File: src/rtl/hub75_pkg.sv
// hub75_pkg: shared colour indices, readout states and sizing helper for the HUB75 receiver.
package hub75_pkg;
  localparam int R = 2;
  localparam int G = 1;
  localparam int B = 0;
  typedef enum logic [1:0] {IDLE, UPPER, LOWER} fsm_t;
  function automatic int clog2(input int v);
    int r;
    r = 0;
    while ((1 << r) < v) r++;
    return r;
  endfunction
endpackage

File: src/rtl/hub75_rx_if.sv
// hub75_rx_if: HUB75 panel-side signal bundle as driven by the matrix driver.
interface hub75_rx_if #(parameter int ADDR_W = 4);
  logic              CLK_MATRIX;
  logic              LATCH;
  logic              OE;
  logic [2:0]        RGB1;
  logic [2:0]        RGB2;
  logic [ADDR_W-1:0] ROW_ADDRESS;
  modport master (output CLK_MATRIX, LATCH, OE, RGB1, RGB2, ROW_ADDRESS);
  modport slave  (input  CLK_MATRIX, LATCH, OE, RGB1, RGB2, ROW_ADDRESS);
endinterface

File: src/rtl/hub75_sync.sv
// hub75_sync: N-stage synchroniser with a rising-edge strobe taken from the last stage.
module hub75_sync #(
  parameter int N = 2,
  parameter int W = 1
) (
  input  logic         clk,
  input  logic         rst_n,
  input  logic [W-1:0] d,
  output logic [W-1:0] q,
  output logic [W-1:0] rise
);
  logic [N-1:0][W-1:0] s;
  logic [W-1:0]        q_d;
  always_ff @(posedge clk or negedge rst_n)
    if (!rst_n) begin
      s   <= '0;
      q_d <= '0;
    end else begin
      s[0] <= d;
      for (int i = 1; i < N; i++) s[i] <= s[i-1];
      q_d <= q;
    end
  assign q    = s[N-1];
  assign rise = q & ~q_d;
endmodule

File: src/rtl/hub75_rx.sv
// hub75_rx: rebuilds shifted HUB75 row pairs and replays them as a registered pixel stream.
module hub75_rx
  import hub75_pkg::*;
#(
  parameter int COLS        = 32,
  parameter int ADDR_W      = 4,
  parameter int SYNC_STAGES = 2
) (
  input  logic                   MCLK,
  input  logic                   RESET,
  hub75_rx_if.slave              hub,
  output logic                   pix_valid,
  output logic [ADDR_W:0]        pix_row,
  output logic [clog2(COLS)-1:0] pix_col,
  output logic [2:0]             pix_rgb,
  output logic                   row_done,
  output logic                   len_err,
  output logic                   overflow,
  output logic                   oe_active
);
  localparam int CW = clog2(COLS);
  localparam int NW = clog2(COLS + 2);
  localparam int DW = 7 + ADDR_W;
  logic              clk_rise, lat_rise, clk_q_unused, lat_q_unused;
  logic [DW-1:0]     dat_s, dat_rise_unused;
  logic [2:0]        rgb1_s, rgb2_s;
  logic [ADDR_W-1:0] addr_s, addr_h;
  logic [COLS-1:0][2:0] up_sr, lo_sr, up_h, lo_h;
  logic [NW-1:0]     cnt;
  logic [CW-1:0]     col, col_d;
  fsm_t              state, state_d;
  logic              full, accept, last;
  hub75_sync #(.N(SYNC_STAGES), .W(1)) u_clk (
    .clk(MCLK), .rst_n(RESET), .d(hub.CLK_MATRIX), .q(clk_q_unused), .rise(clk_rise)
  );
  hub75_sync #(.N(SYNC_STAGES), .W(1)) u_lat (
    .clk(MCLK), .rst_n(RESET), .d(hub.LATCH), .q(lat_q_unused), .rise(lat_rise)
  );
  // OE is inverted before the synchroniser so a cleared chain reads as "panel dark"
  hub75_sync #(.N(SYNC_STAGES), .W(DW)) u_dat (
    .clk(MCLK), .rst_n(RESET), .d({~hub.OE, hub.RGB1, hub.RGB2, hub.ROW_ADDRESS}),
    .q(dat_s), .rise(dat_rise_unused)
  );
  assign {oe_active, rgb1_s, rgb2_s, addr_s} = dat_s;
  assign full   = cnt == NW'(COLS);
  assign accept = lat_rise && full && state == IDLE;
  assign last   = col == CW'(COLS - 1);
  always_ff @(posedge MCLK or negedge RESET)
    if (!RESET) begin
      state <= IDLE;
      col   <= '0;
    end else begin
      state <= state_d;
      col   <= col_d;
    end
  always_comb begin
    state_d = state == IDLE  ? (accept ? UPPER : IDLE) :
              state == UPPER ? (last ? LOWER : UPPER) :
                               (last ? IDLE : LOWER);
    col_d   = (state == IDLE || last) ? '0 : col + 1'b1;
  end
  always_ff @(posedge MCLK or negedge RESET)
    if (!RESET) begin
      up_sr     <= '0;
      lo_sr     <= '0;
      up_h      <= '0;
      lo_h      <= '0;
      addr_h    <= '0;
      cnt       <= '0;
      len_err   <= 1'b0;
      overflow  <= 1'b0;
      pix_valid <= 1'b0;
      pix_row   <= '0;
      pix_col   <= '0;
      pix_rgb   <= '0;
      row_done  <= 1'b0;
    end else begin
      if (clk_rise) begin
        up_sr <= {rgb1_s, up_sr[COLS-1:1]};
        lo_sr <= {rgb2_s, lo_sr[COLS-1:1]};
      end
      // a shift edge coinciding with the latch edge belongs to the next row
      cnt <= lat_rise ? NW'(clk_rise) :
             (clk_rise && cnt != NW'(COLS + 1)) ? cnt + 1'b1 : cnt;
      if (accept) begin
        up_h   <= up_sr;
        lo_h   <= lo_sr;
        addr_h <= addr_s;
      end
      len_err   <= lat_rise && !full;
      overflow  <= overflow | (lat_rise && full && state != IDLE);
      pix_valid <= state != IDLE;
      pix_row   <= {state == LOWER, addr_h};
      pix_col   <= col;
      pix_rgb   <= state == LOWER ? lo_h[col] : up_h[col];
      row_done  <= state == LOWER && last;
    end
endmodule

File: src/flat_wrapper.sv
// flat-port wrapper written by rule: the top's interface ports become plain ports
module hub75_rx_flat import hub75_pkg::*;
#(
  parameter int COLS        = 32,
  parameter int ADDR_W      = 4,
  parameter int SYNC_STAGES = 2
)
  (MCLK, RESET, pix_valid, pix_row, pix_col, pix_rgb, row_done, len_err, overflow, oe_active, hub_CLK_MATRIX, hub_LATCH, hub_OE, hub_RGB1, hub_RGB2, hub_ROW_ADDRESS);
  hub75_rx_if #(.ADDR_W(ADDR_W)) hub_i ();
  input  logic MCLK;
  input  logic RESET;
  output logic pix_valid;
  output logic [ADDR_W:0] pix_row;
  output logic [clog2(COLS)-1:0] pix_col;
  output logic [2:0] pix_rgb;
  output logic row_done;
  output logic len_err;
  output logic overflow;
  output logic oe_active;
  input wire logic [$bits(hub_i.CLK_MATRIX)-1:0] hub_CLK_MATRIX;
  input wire logic [$bits(hub_i.LATCH)-1:0] hub_LATCH;
  input wire logic [$bits(hub_i.OE)-1:0] hub_OE;
  input wire logic [$bits(hub_i.RGB1)-1:0] hub_RGB1;
  input wire logic [$bits(hub_i.RGB2)-1:0] hub_RGB2;
  input wire logic [$bits(hub_i.ROW_ADDRESS)-1:0] hub_ROW_ADDRESS;
  assign hub_i.CLK_MATRIX = hub_CLK_MATRIX;
  assign hub_i.LATCH = hub_LATCH;
  assign hub_i.OE = hub_OE;
  assign hub_i.RGB1 = hub_RGB1;
  assign hub_i.RGB2 = hub_RGB2;
  assign hub_i.ROW_ADDRESS = hub_ROW_ADDRESS;
  hub75_rx #(.COLS(COLS), .ADDR_W(ADDR_W), .SYNC_STAGES(SYNC_STAGES)) u_core (.MCLK(MCLK), .RESET(RESET), .hub(hub_i), .pix_valid(pix_valid), .pix_row(pix_row), .pix_col(pix_col), .pix_rgb(pix_rgb), .row_done(row_done), .len_err(len_err), .overflow(overflow), .oe_active(oe_active));
endmodule
File: config.mk
export PLATFORM = sky130hd
export DESIGN_NAME = hub75_rx_flat
export DESIGN_NICKNAME = d
export VERILOG_FILES = /design/src/rtl/hub75_pkg.sv /design/src/rtl/hub75_rx_if.sv /design/src/rtl/hub75_sync.sv /design/src/rtl/hub75_rx.sv /design/src/flat_wrapper.sv
export SDC_FILE = /design/constraint.sdc
export NUM_CORES = 1
export LEC_CHECK = 0
export ABC_CLOCK_PERIOD_IN_PS = 3300
export CAP_MARGIN = 30
export CORE_MARGIN = 4
export CORE_UTILIZATION = 60
export CTS_CLUSTER_DIAMETER = 200
export DETAILED_ROUTE_END_ITERATION = 8
export PLACE_DENSITY_LB_ADDON = 0.25
export SLEW_MARGIN = 10
export SYNTH_ARGS = -nofsm -noshare
export SYNTH_HDL_FRONTEND = slang
export SYNTH_SLANG_ARGS = --single-unit
File: constraint.sdc
create_clock -name MCLK -period 3.3 [get_ports MCLK]
set_clock_uncertainty 0.1 [all_clocks]
set_input_delay 0.66 -clock MCLK [delete_from_list [all_inputs] [get_ports MCLK]]
set_output_delay 0.66 -clock MCLK [all_outputs]
set_load 0.1 [all_outputs]
==> run metrics <==
status=complete, no violations; leakage power figure=9.91 nW; final worst setup slack=565 ps; Antenna Nets Post-Route=0; antenna violations before repair=0; htree depth=2; area of combinational cells with multiple inputs=6260 um^2; insertion delay to the later sink of the worst-skew pair=540 ps; Post-Place Setup Slack=521 ps; DR iter-0 viols=522; routed via count=8982; CTS tree=yes; Flop pwr share=51.8%; R2R depth=5; I/O pin count=33; accumulated negative setup slack=0 ps; path category of the worst min-delay check=reg -> reg; IR drop worst, VDD=485 uV; # setup viols final=0; combinational fraction of design power=6.2%; total count of hold-check failures in the final report=0; number of nets in the synthesized netlist=1109; nets@finish=1153; per-cell routed wire length=19.1 um; number of warning messages in the yosys log=0; final routed DRC violation total=0; Final Cycle Share=82.9%; overall global routing resource usage=18.7%; number of buffers on the longest clock path=3; Final Max Tran Viols=0; maximum number of pins on one net before global-route repair=126; Core Rows=62; data arrival time at the worst-slack endpoint=3050 ps; hold-critical path depth=0; wire length of the first global-routing pass=50600 um; setup repair after global routing missed its margin=false; shortest clock period the worst path allows after layout=2740 ps; number of buffers inserted by port buffering=32; root cell of the clock tree=clkbuf_16; Switching Power=2.71 mW; average size of a mapped cell=16.3 um^2; number of flops mapped to enable cells by yosys=0; HPWL after detailed placement=18200 um; routed vias/inst=5.79; area taken by flip-flops and latches=11200 um^2; synthesized instance count=1088; cell area after technology mapping=17700 um^2; sequential cell area fraction in the yosys report=62.9%; Seq cells post-synth=446; Synth async-reset ratio=100%; leading cell types in the layout, fill and taps excluded=dfrtp_1, mux2_2, clkbuf_16; power per cell area=614 nW/um^2; Die Y-Extent=180 um; max-cap violations=0; via count of the first global-routing pass=9798; # resized after CTS=0; most used flip-flop cell after synthesis=dfrtp_1; Switching Fraction=22.0%; startpoint kind of the worst setup timing path=flop; slew at the pin with the worst max-slew slack=901 ps; Pre-antenna DRT Iters=4; Synth cell types=42; required time at the worst-slack endpoint=3610 ps; clock network fraction of total power=42.0%; Core Area=28900 um^2; final weighted congestion in routability-driven placement=0.803; hold buffers post-CTS=1; total CTS buffers=45; final antenna diode count=0; area growth from synthesis to final layout=13.2%; width of the die=180 um; timing-limited maximum frequency=366 MHz; area enclosed by the die boundary=32400 um^2; fill cell total of the finished layout=1903; leading cell type in the layout, fill and taps excluded=dfrtp_1; cell internal pwr=9.63 mW; Clock Sink Count=446; Crit. End Element=flop; initial core utilization=61.3%; number of setup buffers added after CTS=0; Crit Path Class=reg -> reg; Rel. slew slack=39.9%; peak fanout along the critical path=31; clock transition time at the flip-flop clock pins of the worst setup and hold paths=60 ps; remaining global-route overflow=0; final routed wirelength across all metal layers=29600 um; share of final-layout standard cells stronger than drive strength 1=45.8%
final cells by class:
type | instances | area share, %
clock inverters | 23 | 1.25
repair buffers | 60 | 3.08
clock buffers | 59 | 6.42
multi-input cells | 571 | 31.2
well taps | 384 | 2.39
inverters | 8 | 0.149
flip-flops and latches | 446 | 55.6
routing by layer:
layer / global-route usage [%] / part of all wire, % / vias up
li1: - / - / 4030
met3: 3.33 / 3.8 / 46
met2: 30.3 / 48 / 124
met5: 0 / 0 / -
met1: 26.6 / 46 / 4782
met4: 5.15 / 2.0 / 0
stage by stage:
stage | cell area (um^2) | cells | total power [mW] | hold slack, ps | utilization [%]
CTS | 20100 | 1551 | 12.5 | 248 | 69.5
global route | 20100 | 1551 | 12.9 | 252 | 69.5
finish | 20100 | 1551 | 12.3 | 245 | 69.5
global placement | 18500 | 1468 | 7.21 | 233 | 64.1
detailed placement | 18500 | 1468 | 7.27 | 236 | 64.1
floorplan | 17700 | 1088 | 6.92 | 231 | -
critical path: stages, from the launching register on:
cell and delay [ps]:
dfrtp_4 820, buf_4 320, mux4_1 570, mux4_2 520, a32oi_1 200, a21oi_1 70
flip-flops by register name, summed over array words and instances (netlist names):
signal,count
u_core.u_lat.q,1
u_core.state,2
u_core.pix_rgb,3
u_core.lo_h,96
u_core.len_err,1
u_core.u_clk.q_d,1
u_core.u_clk.s,1
u_core.pix_col,5
u_core.u_clk.q,1
u_core.up_h,96
u_core.u_lat.q_d,1
u_core.lo_sr,96
u_core.u_dat.q,11
u_core.cnt,6
u_core.pix_valid,1
u_core.u_dat.s,11
u_core.row_done,1
u_core.u_lat.s,1
u_core.col,5
u_core.pix_row,5
u_core.up_sr,96
u_core.overflow,1
u_core.addr_h,4
kinds of logic after synthesis:
family / synth area share [%]
AND/OR/NAND/NOR: 1.83
adder cells (fa/ha/maj): 0.423
XOR/XNOR: 0.197
AO/OA/AOI/OAI: 1.45
buffers and inverters: 1.88
flip-flops: 62.9
multiplexers: 31.3
power groups by stage:
stage,Clock [mW],Sequential (mW),Combinational [mW]
CTS,5.30,6.39,0.790
detailed placement,0,6.49,0.783
global route,5.56,6.47,0.864
floorplan,0,6.36,0.565
global placement,0,6.46,0.750
finish,5.19,6.39,0.768
worst paths after layout:
kind                                    from                end  slack (ps)
min in group asynchronous              RESET     u_core.up_h[8]         550
max                            u_core.col[0]  u_core.pix_rgb[0]         560
min reg2reg                u_core.u_dat.s[5]  u_core.u_dat.q[5]         240
max reg2reg                    u_core.col[0]  u_core.pix_rgb[0]         560
max in group asynchronous              RESET   u_core.up_sr[18]        1710
min                        u_core.u_dat.s[5]  u_core.u_dat.q[5]         240
synthesized netlist by cell type (3+ instances only):
master / count / area share, %
nand2b_1: 5 / 0.18
a21oi_1: 15 / 0.42
o211ai_1: 3 / 0.13
xor2_1: 3 / 0.15
nor3_1: 9 / 0.25
buf_4: 3 / 0.13
nand3_1: 3 / 0.085
buf_2: 17 / 0.48
nand2_1: 19 / 0.40
a2111oi_0: 3 / 0.15
and3_1: 3 / 0.11
mux4_2: 31 / 3.9
buf_6: 3 / 0.19
dfrtp_1: 446 / 63
o22ai_1: 5 / 0.18
nor2b_1: 4 / 0.14
mux4_1: 9 / 1.3
ha_1: 6 / 0.42
inv_1: 7 / 0.15
mux2i_1: 26 / 1.5
nor2_1: 17 / 0.36
mux2_2: 376 / 24
mux2_1: 12 / 0.76
buf_1: 5 / 0.11
clkbuf_1: 34 / 0.72
o21ai_0: 5 / 0.14
(Power assumes the default switching activity.)
